--- src/rtl/traffic_junction_ctrl.sv ---
// traffic_junction_ctrl: two-road junction sequencer (NS main, EW side, pedestrian walk).
// Moore lamp decode from the state register; per-state dwell timer; latched
// EW and pedestrian demand with all-red clearance between conflicting greens.
module traffic_junction_ctrl #(
  parameter int GREEN_CYCLES      = 8,
  parameter int ORANGE_CYCLES     = 3,
  parameter int RED_ORANGE_CYCLES = 2,
  parameter int ALLRED_CYCLES     = 2,
  parameter int WALK_CYCLES       = 6,
  parameter int TW                = 8
) (
  input  logic clk,
  input  logic reset,
  input  logic ew_req,
  input  logic ped_req,
  output logic ns_red,
  output logic ns_orange,
  output logic ns_green,
  output logic ew_red,
  output logic ew_orange,
  output logic ew_green,
  output logic walk,
  output logic ped_ack,
  output logic ped_waiting
);

  typedef enum logic [3:0] {
    ALLRED_A, NS_RA, NS_G, NS_O, ALLRED_B, EW_RA, EW_G, EW_O, WALK
  } state_t;

  // Timer load values are duration-1 so a state lasts exactly its duration.
  localparam logic [TW-1:0] T_G  = TW'(GREEN_CYCLES - 1);
  localparam logic [TW-1:0] T_O  = TW'(ORANGE_CYCLES - 1);
  localparam logic [TW-1:0] T_RA = TW'(RED_ORANGE_CYCLES - 1);
  localparam logic [TW-1:0] T_AR = TW'(ALLRED_CYCLES - 1);
  localparam logic [TW-1:0] T_WK = TW'(WALK_CYCLES - 1);

  state_t        state_q, state_d;
  logic [TW-1:0] timer_q, load_val;
  logic          ew_pend_q, ped_pend_q, from_ns_q, ack_q;
  logic          tz, enter;

  assign tz    = (timer_q == '0);
  assign enter = (state_d != state_q);

  // State register.
  always_ff @(posedge clk) begin
    if (reset) state_q <= ALLRED_A;
    else       state_q <= state_d;
  end

  // Next-state: advance on timer expiry, NS green holds until demand exists.
  always_comb begin
    state_d = state_q;
    case (state_q)
      ALLRED_A: if (tz) state_d = NS_RA;
      NS_RA:    if (tz) state_d = NS_G;
      NS_G:     if (tz && (ew_pend_q || ped_pend_q)) state_d = NS_O;
      NS_O:     if (tz) state_d = ped_pend_q ? WALK : ALLRED_B;
      ALLRED_B: if (tz) state_d = EW_RA;
      EW_RA:    if (tz) state_d = EW_G;
      EW_G:     if (tz) state_d = EW_O;
      EW_O:     if (tz) state_d = ped_pend_q ? WALK : ALLRED_A;
      WALK:     if (tz) state_d = (ew_pend_q && from_ns_q) ? ALLRED_B : ALLRED_A;
      default:  state_d = ALLRED_A;
    endcase
  end

  // Dwell length of the state being entered.
  always_comb begin
    load_val = T_AR;
    case (state_d)
      NS_RA, EW_RA: load_val = T_RA;
      NS_G,  EW_G:  load_val = T_G;
      NS_O,  EW_O:  load_val = T_O;
      WALK:         load_val = T_WK;
      default:      load_val = T_AR;
    endcase
  end

  // Timer, demand latches, walk origin and the first-WALK-cycle flag.
  always_ff @(posedge clk) begin
    if (reset) begin
      timer_q    <= T_AR;
      ew_pend_q  <= 1'b0;
      ped_pend_q <= 1'b0;
      from_ns_q  <= 1'b0;
      ack_q      <= 1'b0;
    end else begin
      if (enter)    timer_q <= load_val;
      else if (!tz) timer_q <= timer_q - TW'(1);

      // Clear on entry to EW green wins over a same-cycle request.
      if (enter && state_d == EW_G) ew_pend_q <= 1'b0;
      else if (ew_req)              ew_pend_q <= 1'b1;

      // Button presses during WALK are already being served.
      if (enter && state_d == WALK)          ped_pend_q <= 1'b0;
      else if (ped_req && state_q != WALK)   ped_pend_q <= 1'b1;

      if (enter && state_d == WALK) from_ns_q <= (state_q == NS_O);

      ack_q <= enter && (state_d == WALK);
    end
  end

  // Lamp decode: a road not in an active phase shows red.
  always_comb begin
    ns_red = 1'b1; ns_orange = 1'b0; ns_green = 1'b0;
    ew_red = 1'b1; ew_orange = 1'b0; ew_green = 1'b0;
    walk   = 1'b0;
    case (state_q)
      NS_RA: ns_orange = 1'b1;
      NS_G:  begin ns_red = 1'b0; ns_green  = 1'b1; end
      NS_O:  begin ns_red = 1'b0; ns_orange = 1'b1; end
      EW_RA: ew_orange = 1'b1;
      EW_G:  begin ew_red = 1'b0; ew_green  = 1'b1; end
      EW_O:  begin ew_red = 1'b0; ew_orange = 1'b1; end
      WALK:  walk = 1'b1;
      default: ;
    endcase
    ped_ack     = ack_q;
    ped_waiting = ped_pend_q;
  end

endmodule
--- config.mk ---
export PLATFORM = sky130hd
export DESIGN_NAME = traffic_junction_ctrl
export DESIGN_NICKNAME = d
export VERILOG_FILES = /design/src/rtl/traffic_junction_ctrl.sv
export SDC_FILE = /design/constraint.sdc
export NUM_CORES = 1
export LEC_CHECK = 0
export ABC_AREA = 1
export BUFFER_PORTS_ARGS = -buffer_cell sky130_fd_sc_hd__buf_2
export CAP_MARGIN = 20
export CORE_AREA = 2 2 46 48
export CTS_CLUSTER_DIAMETER = 150
export CTS_CLUSTER_SIZE = 8
export DETAILED_ROUTE_END_ITERATION = 12
export DIE_AREA = 0 0 48 50
export GPL_TIMING_DRIVEN = 0
export PLACE_DENSITY = 0.73
export SYNTH_ARGS = -nofsm -noshare
export SYNTH_HDL_FRONTEND = slang
export SYNTH_SLANG_ARGS = --single-unit
--- constraint.sdc ---
create_clock -name clk -period 3.53 [get_ports clk]
set_input_delay 0.5295 -clock clk [delete_from_list [all_inputs] [get_ports clk]]
set_output_delay 0.5295 -clock clk [all_outputs]
set_load 0.005 [all_outputs]
---- Word-level counts from Yosys, hierarchy flattened ----
Index checks and enable logic that the tools add are counted.
cells by class
  $add $sub $neg .......................... 1
  equality and inequality tests ........... 16
  multiplexer cells ....................... 23
  reductions and logical operators ........ 16
operators by type and width
  operator               number
  $mux W4                11
  $pmux W4 S9            1
  $eq A4 B3 Y1 const B   6
  $eq A4 B2 Y1 const B   4
  $mux W8                2
  $reduce_or A2 Y1       8
  $pmux W3 S3            1
  $eq A4 B4 Y1 const B   2
  $logic_not A8 Y1       1
  $sub A8 B1 Y8 const B  1
  $mux W1                7
  $logic_and A1 B1 Y1    5
  $eq A4 B1 Y1 const B   1
  $logic_not A4 Y1       1
  $ne A4 B4 Y1           1
  $ne A4 B4 Y1 const B   1
  $mux W3                1
  $ne A2 B1 Y1 const B   1
  $logic_or A1 B1 Y1     1
word-level totals
  register bits ........................... 16
  input bits .............................. 4
  output and inout port bits .............. 9
  word-level logic and storage cells ...... 62

---- Depth between registers and ports, before layout ----
  depth after elaboration ................. 8
  gate-level depth with buffers ........... 15
  gate-level depth less buffers ........... 15

---- Worst setup path after synthesis ----
Ideal clock, no wire load.
  path kind ............................... register -> register
  start point ............................. reg timer_q[0]
  end point ............................... reg timer_q[1]
  data arrival time ....................... 1,537 ps
  required time ........................... 3,404 ps
  setup slack ............................. 1,867 ps
  stages on the path, launching flop included .. 16
  buffers on the path ..................... 0
  clock period less this slack ............ 1,663 ps
  path through ............................ dfxtp_1 -> inv_1 -> ha_1 -> nand2_1 -> nor2_2 -> nand2_2 -> nand3_1 -> nand3_1 -> nand2_2 -> nand2_1 -> nand2_2 -> nand2_2 -> nand2_1 -> nand2_1 -> nor2_1 -> nor2_1
between the ends
  word-level cells in the longest chain between the ends .. 8
  elaborated cells between the ends (all ways) .. 25
ends and longest elaborated chain
  what                                                 RTL line  text
  start: declaration                                   39        logic [TW-1:0] timer_q, load_val;
  start signal: assignment                             90        if (enter) timer_q <= load_val;
  start signal: assignment                             91        else if (!tz) timer_q <= timer_q - TW'(1);
  $logic_not A8 Y1                                     43        assign tz = (timer_q == '0);
  $logic_and A1 B1 Y1                                  58        NS_G: if (tz && (ew_pend_q || ped_pend_q)) state_d = NS_O;
  $mux W4                                              58
  $pmux W4 S9                                          55        case (state_q)
  $eq A4 B2 Y1 / $eq A4 B3 Y1 (equally long branches)  72        case (state_d)
  $reduce_or A2 Y1                                     72
  $pmux W3 S3                                          72
  $mux W8                                              90
Several ways; a longest one is shown, not always the timed one. The select of a mux whose other input is x is not followed.
A chain may end at the register's enable or synchronous reset.

---- Final worst setup path ----
Ends and elaborated chain as after synthesis.

==> metrics.yaml <==
run_status:
  run_status: "finished, final reports clean"
grt:
  track_usage_pct: 19.12
  gr-usage-met1_pct: 21.65
  gr-total-overflow: 0
  grt.busiest_layer: "met2"
  grtUsageMet3_pct: 3.297
  grt_pass1_vias: 790
  grt_max_degree: 11
  grt_pass1_wl_mm: 3.270
  grt_use_met2_pct: 33.11
  antenna_found_initial: 0
place:
  gp_congestion: 0.9326
  hpwl_mm: 1.583
  port-buffer-count: 11
  pre_cts_ws_ps: 1640
  dp_cells: 185
  placed_cell_area_mm2: 0.001062
min_path:
  hp-class: "flip-flop to flip-flop"
  whs_endpoint: "from_ns_q$_SDFFE_PP0P_"
  worstHoldPathCells: 2
  hp-start: "from_ns_q$_SDFFE_PP0P_"
critical_path:
  start_kind: "flip-flop"
  reg2reg_depth: 15
  required_ps: 3710
  cpMaxStageDelayCell: "dfxtp_1"
  crit_arrival_ps: 2120
  rr_endpoint: "timer_q[1]$_SDFFE_PP0P_"
  r2r_start: "timer_q[0]$_SDFFE_PP1P_"
  cp_cell_sequence: "inv_1, ha_1, nand2_1, nor2_2, nand2_2, nand3_1, nand3_1, nand2_2, nand2_1, nand2_2, nand2_2, nand2_1, nand2_1, nor2_1, nor2_1"
  critPathCaptureType: "flip-flop"
  path_buf_inv: 1
  slowest_delay_ps: 330
  worstSetupPathType: "flip-flop to flip-flop"
  critical-path-top-delay-family: "simple AND/OR/NAND/NOR gates"
  reg2reg_setup_slack_ps: 1590
  cp_max_fo: 7
layout:
  fillCellCount: 189
  multiInputGateArea_um2: 549.3
  drive_above_1_share_pct: 22.22
  layout_common_cells: "nor2_1, nand2_1, inv_1"
  nets: 168
  area_growth_pct: 12.85
  finalNonFillerCells: 189
  stdcell_area_mm2: 0.001099
  layout_commonest_cell: "nor2_1"
  finish.utilization_pct: 57.76
  diodes: 0
  seqCellArea_um2: 320.3
die:
  rows: 16
  die_y_um: 50
  die_area_mm2: 0.002400
  num_io_pins: 13
  coreArea_mm2: 0.001902
  start_util_pct: 51.18
  die_w_um: 48
clocking:
  cts_sinks: 16
  cts_made_buffers: 3
  postCtsSetupRepairBufs: 0
  clk_latency_ps: 290
  root_buffer: "clkbuf_4"
  cts_hold_buffers: 0
  clk_pin_slew_ps: 100
  post_cts_resized: 0
  clockBufferDepth: 2
  ctsHtreeMaxLevel: 1
  cts_tree: "built"
timing:
  worstMarginPinSlew_ps: 408.0
  final.period_utilization_pct: 55.04
  rsz0062_at_grt: "false"
  holdWs_ps: 484.2
  relSlewSlack_pct: 72.80
  min_period_ps: 1943
  fin_skew_ps: 3.169
  max_freq_mhz: 514.7
  tns_ps: 0
  setup_viol: 0
  drv_slew: 0
  setup_ws_ps: 1587
  hold_viol_final: 0
power:
  p_leak_nw: 0.5304
  ir_drop_mv: 0.3524
  total_power_mw: 0.8047
  p_per_area_mw_per_mm2: 732.5
synthesis:
  ys_warn_count: 0
  synth_fp_nets: 152
  synth_cell_types: 30
  syn_inst: 147
  yosysTopAreaCellShare_pct: 32.90
  synth_top_area_cell: "dfxtp_1"
  synth-seq-cells: 16
  synth.area.top_cells: "dfxtp_1, nor2_1, nand2_1"
  synth_seq_area_share_pct: 32.90
  synth.avg_cell_area_um2: 6.622
  syn_area_um2: 973.4
routing:
  drt_pass1_iterations: 4
  drc_errors: 0
  wl_per_cell_um: 10.90
  drtAntennaViolNets: 0
  viasPerCell: 5.122
  vias: 968
  drt-total-wl_mm: 2.060
  drt_iter0_markers: 23
job:
  maxCapViolCount: 0
-- registers in the layout (all words and copies together) (netlist names) --
signal / cells
ped_waiting: 1
ew_pend_q: 1
ped_ack: 1
from_ns_q: 1
state_q: 4
timer_q: 8
-- worst max-delay path by stage --
| stage | slack (ps) | cells past startpoint | from | end |
|---|---|---|---|---|
| global route | 1440 | 15 | timer_q[0]$_SDFFE_PP1P_ | timer_q[1]$_SDFFE_PP0P_ |
| global placement | 1670 | 15 | timer_q[0]$_SDFFE_PP1P_ | timer_q[1]$_SDFFE_PP0P_ |
| CTS | 1610 | 15 | timer_q[0]$_SDFFE_PP1P_ | timer_q[1]$_SDFFE_PP0P_ |
| detailed placement | 1640 | 15 | timer_q[0]$_SDFFE_PP1P_ | timer_q[1]$_SDFFE_PP0P_ |
| finish | 1590 | 15 | timer_q[0]$_SDFFE_PP1P_ | timer_q[1]$_SDFFE_PP0P_ |
| floorplan | 1870 | 15 | timer_q[0]$_SDFFE_PP1P_ | timer_q[1]$_SDFFE_PP0P_ |
-- per-layer routing --
| layer | wire length, um | share of wire [%] |
|---|---|---|
| met5 | 0 | 0 |
| met4 | 40 | 1.9 |
| met3 | 141 | 6.8 |
| met2 | 1033 | 50 |
| met1 | 845 | 41 |
-- power by group --
part	total [mW]	switching, mW	internal (mW)	leakage, nW
Clock	0.124	0.0608	0.0629	0.0210
Sequential	0.258	0.0346	0.224	0.131
Combinational	0.423	0.272	0.151	0.379
Total	0.805	0.368	0.437	0.530
-- cell families (layout without fill, tap and decap cells) --
kind of cell	Yosys count	after routing	synth area share (%)
buf+inv	26	41	10.67
compound gates	15	15	9.769
xor+xnor	3	3	2.700
fa+ha+maj	1	1	1.285
simple gates	86	86	42.67
flops	16	16	32.91
-- synthesized netlist by cell type --
cell type	count
nor2_1	27
nand2_1	25
inv_1	18
dfxtp_1	16
nand3_1	9
nand2_2	7
nor3_1	7
o21ai_0	4
a21oi_1	3
inv_2	3
nor2_2	3
xor2_1	3
nor3_2	2
nor4_1	2
o211ai_1	2
o21ai_1	2
a31oi_1	1
buf_2	1
buf_4	1
clkbuf_1	1
clkinv_1	1
clkinv_2	1
ha_1	1
nand3b_1	1
nand4_1	1
nor2_4	1
nor2_8	1
o2111ai_1	1
o21bai_2	1
o221ai_1	1
-- area by class of cell --
| cell class | instances | share of cell area (%) |
|---|---|---|
| sequential | 16 | 29.16 |
| buffer | 3 | 1.481 |
| timing repair buffer | 11 | 5.011 |
| tap | 27 | 3.075 |
| multi-input combinational | 105 | 50.00 |
| inverter | 23 | 7.973 |
| clock buffer | 4 | 3.303 |
-- worst min-delay path: stages (launching register included) --
cell and delay [ps]:
dfxtp_1 320, nand3_1 70, nand2_1 50
Power figures use the tool's default switching activity.
